--- src/rtl/sr_cmd_arbiter.sv ---
// sr_cmd_arbiter: debounces set/clear requests, arbitrates between them and
// issues mutually exclusive one-cycle s/r pulses with acks and a hold-off gap.
module sr_cmd_arbiter #(
  parameter int unsigned DEB_CYCLES = 4,
  parameter int unsigned HOLDOFF    = 2,
  parameter int unsigned RR         = 0
) (
  input  logic       clk,
  input  logic       rst,
  input  logic       set_req,
  input  logic       clr_req,
  output logic       s,
  output logic       r,
  output logic       set_ack,
  output logic       clr_ack,
  output logic       busy,
  output logic [7:0] conflict_cnt
);

  localparam int unsigned CNT_W = 8;
  localparam logic [CNT_W-1:0] DEB_MAX   = CNT_W'(DEB_CYCLES);
  localparam logic [CNT_W-1:0] HOLD_INIT = CNT_W'(HOLDOFF);
  localparam logic [CNT_W-1:0] CNT_SAT   = '1;
  localparam logic GRANT_SET = 1'b0;
  localparam logic GRANT_CLR = 1'b1;

  typedef enum logic [1:0] {
    IDLE    = 2'd0,
    PULSE_S = 2'd1,
    PULSE_R = 2'd2,
    HOLD    = 2'd3
  } state_e;

  state_e           state_q, state_d;
  logic [CNT_W-1:0] set_cnt_q, set_cnt_d;
  logic [CNT_W-1:0] clr_cnt_q, clr_cnt_d;
  logic             set_armed_q, set_armed_d;
  logic             clr_armed_q, clr_armed_d;
  logic [CNT_W-1:0] hold_cnt_q, hold_cnt_d;
  logic             last_grant_q, last_grant_d;
  logic [CNT_W-1:0] conflict_cnt_q, conflict_cnt_d;
  logic             s_q, s_d;
  logic             r_q, r_d;
  logic             busy_q, busy_d;

  logic set_qual, clr_qual;
  logic grant_s, grant_r;

  assign set_qual = (set_cnt_q == DEB_MAX);
  assign clr_qual = (clr_cnt_q == DEB_MAX);

  // Per-channel debounce: count qualifying samples, re-arm on low, disarm on grant
  always_comb begin
    set_cnt_d   = set_cnt_q;
    set_armed_d = set_armed_q;
    clr_cnt_d   = clr_cnt_q;
    clr_armed_d = clr_armed_q;

    if (!set_req) begin
      set_cnt_d   = '0;
      set_armed_d = 1'b1;
    end else if (grant_s) begin
      set_cnt_d   = '0;
      set_armed_d = 1'b0;
    end else if (set_armed_q && (set_cnt_q != DEB_MAX)) begin
      set_cnt_d = set_cnt_q + CNT_W'(1);
    end

    if (!clr_req) begin
      clr_cnt_d   = '0;
      clr_armed_d = 1'b1;
    end else if (grant_r) begin
      clr_cnt_d   = '0;
      clr_armed_d = 1'b0;
    end else if (clr_armed_q && (clr_cnt_q != DEB_MAX)) begin
      clr_cnt_d = clr_cnt_q + CNT_W'(1);
    end
  end

  // Arbitration FSM: next state, grants, conflict count and registered output values
  always_comb begin
    state_d        = state_q;
    hold_cnt_d     = hold_cnt_q;
    last_grant_d   = last_grant_q;
    conflict_cnt_d = conflict_cnt_q;
    grant_s        = 1'b0;
    grant_r        = 1'b0;

    case (state_q)
      IDLE: begin
        if (set_qual && clr_qual) begin
          if (conflict_cnt_q != CNT_SAT) begin
            conflict_cnt_d = conflict_cnt_q + CNT_W'(1);
          end
          // Round-robin hands the conflict to whoever was not granted last
          if ((RR != 0) && (last_grant_q == GRANT_SET)) begin
            grant_r = 1'b1;
          end else begin
            grant_s = 1'b1;
          end
        end else if (set_qual) begin
          grant_s = 1'b1;
        end else if (clr_qual) begin
          grant_r = 1'b1;
        end

        if (grant_s) begin
          state_d      = PULSE_S;
          last_grant_d = GRANT_SET;
        end else if (grant_r) begin
          state_d      = PULSE_R;
          last_grant_d = GRANT_CLR;
        end
      end
      PULSE_S, PULSE_R: begin
        if (HOLDOFF == 0) begin
          state_d = IDLE;
        end else begin
          state_d    = HOLD;
          hold_cnt_d = HOLD_INIT;
        end
      end
      HOLD: begin
        if (hold_cnt_q <= CNT_W'(1)) begin
          state_d    = IDLE;
          hold_cnt_d = '0;
        end else begin
          hold_cnt_d = hold_cnt_q - CNT_W'(1);
        end
      end
      default: begin
        state_d = IDLE;
      end
    endcase

    s_d    = (state_d == PULSE_S);
    r_d    = (state_d == PULSE_R);
    busy_d = (state_d != IDLE);
  end

  // State and output registers with synchronous reset
  always_ff @(posedge clk) begin
    if (rst) begin
      state_q        <= IDLE;
      set_cnt_q      <= '0;
      clr_cnt_q      <= '0;
      set_armed_q    <= 1'b1;
      clr_armed_q    <= 1'b1;
      hold_cnt_q     <= '0;
      last_grant_q   <= GRANT_CLR;
      conflict_cnt_q <= '0;
      s_q            <= 1'b0;
      r_q            <= 1'b0;
      busy_q         <= 1'b0;
    end else begin
      state_q        <= state_d;
      set_cnt_q      <= set_cnt_d;
      clr_cnt_q      <= clr_cnt_d;
      set_armed_q    <= set_armed_d;
      clr_armed_q    <= clr_armed_d;
      hold_cnt_q     <= hold_cnt_d;
      last_grant_q   <= last_grant_d;
      conflict_cnt_q <= conflict_cnt_d;
      s_q            <= s_d;
      r_q            <= r_d;
      busy_q         <= busy_d;
    end
  end

  assign s            = s_q;
  assign set_ack      = s_q;
  assign r            = r_q;
  assign clr_ack      = r_q;
  assign busy         = busy_q;
  assign conflict_cnt = conflict_cnt_q;

endmodule

--- config.mk ---
export PLATFORM = sky130hd
export DESIGN_NAME = sr_cmd_arbiter
export DESIGN_NICKNAME = d
export VERILOG_FILES = /design/src/rtl/sr_cmd_arbiter.sv
export SDC_FILE = /design/constraint.sdc
export NUM_CORES = 1
export LEC_CHECK = 0
export ABC_AREA = 1
export CORE_MARGIN = 3
export CORE_UTILIZATION = 51
export CTS_BUF_LIST = sky130_fd_sc_hd__clkbuf_16
export CTS_CLUSTER_DIAMETER = 60
export DETAILED_ROUTE_END_ITERATION = 10
export PLACE_DENSITY_LB_ADDON = 0.12
export REMOVE_ABC_BUFFERS = 1
export SLEW_MARGIN = 15
export SYNTH_ARGS = -nofsm -noshare
export SYNTH_HDL_FRONTEND = slang
export SYNTH_SLANG_ARGS = --single-unit
--- constraint.sdc ---
create_clock -name clk -period 3.8 [get_ports clk]
set_clock_uncertainty 0.05 [all_clocks]
set_input_delay 0.57 -clock clk [delete_from_list [all_inputs] [get_ports clk]]
set_output_delay 0.57 -clock clk [all_outputs]
set_load 0.01 [all_outputs]
==> results of run 1 <==
-- power by group --
| part | internal (mW) | switching (mW) |
|---|---|---|
| combinational | 0.0106 | 0.0182 |
| sequential | 0.412 | 0.00266 |
| clock | 0.235 | 0.150 |
| total | 0.658 | 0.171 |
-- flip-flops by register name (all words and copies together), names as in the netlist --
name and flops:
clr_ack 1, clr_armed_q 1, state_q 2, busy 1, set_armed_q 1, clr_cnt_q 8, s 1, hold_cnt_q 8
set_cnt_q 8, conflict_cnt 8
-- synthesized netlist by cell type, types with 3 or more instances --
| master | instances |
|---|---|
| dfxtp_1 | 39 |
| nor2_4 | 4 |
| a21oi_1 | 25 |
| o21ai_0 | 4 |
| inv_1 | 36 |
| ha_1 | 10 |
| nand2_1 | 86 |
| nand3_1 | 23 |
| inv_2 | 3 |
| xnor2_1 | 5 |
| nand4_1 | 6 |
| nor2_1 | 38 |
| xor2_1 | 8 |
-- worst register-to-register path, cell delays in order, from the launching register on --
cell and delay [ns]:
dfxtp_1 0.34, inv_1 0.08, ha_1 0.19, nand3_1 0.13, nor2_4 0.21, nand4_1 0.33, nand2_1 0.15, a21oi_1 0.08
-- final timing paths --
path	start	end	slack, ns	cells after the start
setup / recovery	rst	set_cnt_q[0]	1.90	8
hold / removal	clr_armed_q	clr_armed_q	0.40	2
setup reg to reg	clr_cnt_q[0]	conflict_cnt[5]	2.12	7
hold reg to reg	clr_armed_q	clr_armed_q	0.40	2
-- stage by stage --
stage | cell area [um^2] | setup WS (ns) | instances | hold WS [ns]
finish | 2390 | 1.90 | 367 | 0.399
global route | 2390 | 1.73 | 367 | 0.446
CTS | 2390 | 1.90 | 367 | 0.402
detailed placement | 2250 | 1.60 | 360 | 0.391
global placement | 2250 | 1.66 | 360 | 0.390
floorplan | 2030 | 2.37 | 296 | 0.369
-- cells by family (layout without fill, tap and decap cells) --
logic type,count (synthesis),in the layout,share of synthesized area
fa+ha+maj,10,10,0.0608
flops,39,39,0.379
buf+inv,43,62,0.0833
xor+xnor,13,13,0.0553
compound gates,31,31,0.0766
simple gates,164,164,0.345
-- cell type report --
cell class                 instances  area share
clock buffer                       5      0.0524
tap                               48      0.0252
multi-input combinational        218       0.463
sequential                        39       0.327
inverter                          39      0.0613
clock inverter                     2     0.00367
timing repair buffer              16      0.0671
-- metal layers --
| metal | part of all wire | wire length (um) |
|---|---|---|
| met5 | 0 | 0 |
| met4 | 0.014 | 53 |
| met2 | 0.46 | 1760 |
| met1 | 0.49 | 1890 |
| met3 | 0.030 | 116 |
==> results_dict.tcl, run 1 <==
set metrics [dict create \
    powerDensity_nw_per_um2 347 \
    wl_mm 3.82 \
    use_met3 0.0493 \
    syn-cell-area_um2 2060 \
    routed_via_density 5.04 \
    hold_path.class "reg2reg" \
    grt_util_met1 0.211 \
    cts_setup_buffers 0 \
    final_cell_mix "86 x nand2_1, 39 x dfxtp_1, 38 x nor2_1" \
    synthToLayoutAreaGrowth_pct 16.0 \
    setup_tns_ns 0 \
    ys_ff_latch 39 \
    yosysTopAreaCell "dfxtp_1" \
    seq_area_frac_synth 0.379 \
    firstDrtPassIters 4 \
    insertion_delay_ns 0.28 \
    busiest_layer "met2" \
    place_hpwl_mm 2.72 \
    die-area_um2 4830 \
    hold_viol 0 \
    antenna_cells 0 \
    setup_viol 0 \
    regArea_um2 781 \
    antenna_left 0 \
    placeableCoreArea_um2 3770 \
    clockRootBuffer "clkbuf_16" \
    grt_max_degree 12 \
    start_kind "input port" \
    ys_types 22 \
    grt_setup_unrepaired "no" \
    syn_avg_cell_area_um2 6.86 \
    yosysWarnings 0 \
    cts-resized-gates 0 \
    clock_sinks 39 \
    crit_slowest_cell "clkdlybuf4s50_1" \
    postCtsHoldBufs 0 \
    worstPathCellList "clkdlybuf4s50_1 -> inv_1 -> nand2_1 -> inv_1 -> nand2_1 -> inv_1 -> o21ai_0 -> a21oi_1" \
    post_drt_wl_per_cell_um 10.4 \
    fin_crit_ns 1.90 \
    initial_core_util 0.546 \
    ys.flop_type "dfxtp_1" \
    first_iter_violations 99 \
    syn_inst 300 \
    grt_pass1_vias 1633 \
    gp_congestion 0.783 \
    worst_pin_slew_ns 0.537 \
    critPathMaxFanout 10 \
    cpLargestDelayFamily "buffers and inverters" \
    outcome "complete, no violations" \
    cts_tree "done" \
    drc 0 \
    crit_buf_inv 4 \
    fillCellCount 358 \
    clk_pin_slew_ns 0.05 \
    nets 333 \
    via_count 1848 \
    min_period_over_period 0.499 \
    worst_ir_drop_vdd_mv 0.274 \
    drv_cap 0 \
    fmax_mhz 528 \
    drive_gt1_frac 0.0502 \
    use_met2 0.278 \
    final_common_cell "nand2_1" \
    die_y_um 69.5 \
    cts_buffer_depth 2 \
    synth_top_area_share 0.379 \
    antenna_found_initial 0 \
    multi_input_area_um2 1110 \
    arrival_ns 2.01 \
    cp.required_ns 3.91 \
    fin_util 0.633 \
    leakage_nw 1.03 \
    synth_edf_count 0 \
    grt.overflow.total 0 \
    port_buffers 16 \
    relSlewSlack 0.640 \
    die_w_um 69.5 \
    cts.htree.levels 2 \
    async_reset_ff_frac 0 \
    fin_total_pwr_mw 0.830 \
    row_count 22 \
    critPathKind "in2reg" \
    grt_pass1_wl_mm 6.82 \
    grt_use_total 0.168 \
    synth.area.top_cells "dfxtp_1 38%, nand2_1 16%, nor2_1 6.9%, inv_1 6.6%, a21oi_1 6.1%" \
    max_stage_delay_ns 0.71 \
    slew_viol_final 0 \
    cp-end-kind "register" \
    pin_count 17 \
    cts_buffers 5 \
    crit_path_frequent_cell "inv_1" \
]
No activity file was read; power rests on OpenSTA's default activity.
==> run 2: changes to the inputs <==
==> constraint.sdc (replaced) <==
create_clock -name clk -period 1.7 [get_ports clk]
set_clock_uncertainty 0.05 [all_clocks]
set_input_delay 0.255 -clock clk [delete_from_list [all_inputs] [get_ports clk]]
set_output_delay 0.255 -clock clk [all_outputs]
set_load 0.01 [all_outputs]
==> run 2 against run 1 <==
Clock power rose by 120%. Sequential cell count did not move. Combinational power rose by 140%. Cell count rose by 2.5%. Via count fell by 1.5%. Highest routed layer unchanged.
==> results_dict.tcl, run 2 (same netlist as run 1, synthesis figures left out) <==
set metrics [dict create \
    outcome "complete, no violations" \
    crit_slowest_cell "clkdlybuf4s50_1" \
    grt_util_met1 0.221 \
    antenna_left 0 \
    min_path_cells 2 \
    cts.htree.levels 2 \
    via_count 1821 \
    fmax_mhz 636 \
    grt_max_degree 12 \
    routed_via_density 4.84 \
    max_stage_delay_ns 0.57 \
    placeableCoreArea_um2 3770 \
    antenna_found_initial 0 \
    grt.overflow.total 0 \
    cp-end-kind "output port" \
    port_buffers 16 \
    antenna_cells 0 \
    clock_sinks 39 \
    layoutNonFillerInstCount 376 \
    start_kind "register" \
    grt_pass1_wl_mm 6.70 \
    arrival_ns 1.27 \
    leakage_nw 1.07 \
    fin_crit_ns 1.57 \
    cts_tree "done" \
    crit_cells 1 \
    busiest_layer "met2" \
    grt_pass1_vias 1607 \
    clockRootBuffer "clkbuf_16" \
    row_count 22 \
    post_drt_wl_per_cell_um 9.91 \
    gp_congestion 0.783 \
    postCtsHoldBufs 0 \
    powerDensity_nw_per_um2 755 \
    nets 341 \
    min_period_over_period 0.925 \
    relSlewSlack 0.812 \
    setup_tns_ns 0 \
    drv_cap 0 \
    place_hpwl_mm 2.80 \
    dp_cells 368 \
    wl_mm 3.73 \
    cts_buffer_depth 2 \
    worst_pin_slew_ns 0.281 \
    timing.hold.ws_ns 0.409 \
    critPathKind "reg2out" \
    clk_pin_slew_ns 0.05 \
    hold_path.class "reg2reg" \
    slew_viol_final 0 \
    die_w_um 69.5 \
    pin_count 17 \
    grt_setup_unrepaired "no" \
    final_cell_mix "84 x nand2_1, 39 x dfxtp_1, 38 x inv_1" \
    first_iter_violations 102 \
    use_met3 0.0362 \
    drive_gt1_frac 0.0854 \
    cp.required_ns 1.39 \
    die_y_um 69.5 \
    drc 0 \
    synthToLayoutAreaGrowth_pct 19.6 \
    insertion_delay_ns 0.27 \
    cts-resized-gates 0 \
    hold_viol 0 \
    setup_viol 0 \
    grt_use_total 0.165 \
    cts_buffers 5 \
    use_met2 0.268 \
    reg2reg_depth 9 \
    worstPathCellList "clkdlybuf4s50_1" \
    initial_core_util 0.546 \
    critPathMaxFanout 6 \
    die-area_um2 4830 \
    cpLargestDelayFamily "buffers and inverters" \
    fillCellCount 337 \
    firstDrtPassIters 5 \
    worst_ir_drop_vdd_mv 0.595 \
    final_common_cell "nand2_1" \
    cts_setup_buffers 0 \
    crit_buf_inv 1 \
]
run 2: changes by cell type in the layout (fill, tap and decap cells not counted), sizes merged:
cell,change
buf,+8
inv,+2
clkinv,-1
run 2: final timing paths:
| check | from | end | slack [ns] |
|---|---|---|---|
| hold / removal | clr_armed_q | clr_armed_q | 0.41 |
| setup reg to reg | state_q[0] | hold_cnt_q[7] | 0.18 |
| setup / recovery | conflict_cnt[2] | conflict_cnt[2] | 0.13 |
| hold reg to reg | clr_armed_q | clr_armed_q | 0.41 |
run 2: per-layer routing:
| metal | vias to the layer above | share of wire |
|---|---|---|
| li1 | 995 | - |
| met1 | 791 | 0.50 |
| met2 | 30 | 0.44 |
| met3 | 5 | 0.044 |
| met4 | 0 | 0.012 |
| met5 | - | 0 |
run 2: worst min-delay path, stage by stage, from the launching register on:
cell,delay (ns)
dfxtp_1,0.31
nand2_1,0.06
nand2_1,0.04
run 2: metrics by stage:
step,power (mW),util,cell area [um^2],worst slack (ns)
5_1_grt,1.93,0.653,2460,0.0266
3_3_place_gp,1.02,0.613,2310,0.182
3_5_place_dp,1.02,0.613,2310,0.124
4_1_cts,1.89,0.650,2450,0.113
6_report,1.86,0.653,2460,0.127
2_1_floorplan,0.988,-,2030,0.269
run 2: cell type report:
class | instances | area (um^2) | share of cell area
well taps | 48 | 60.1 | 0.0244
repair buffers | 24 | 220 | 0.0894
flip-flops and latches | 39 | 781 | 0.317
clock buffers | 5 | 125 | 0.0508
inverters | 39 | 146 | 0.0595
clock inverters | 3 | 12.5 | 0.00508
multi-input cells | 218 | 1120 | 0.454
run 2: power by group:
part           internal (mW)  switching (mW)  total, mW
Sequential             0.922         0.00575      0.927
Combinational         0.0287          0.0413     0.0700
Clock                  0.529           0.332      0.861
Total                   1.48           0.379       1.86
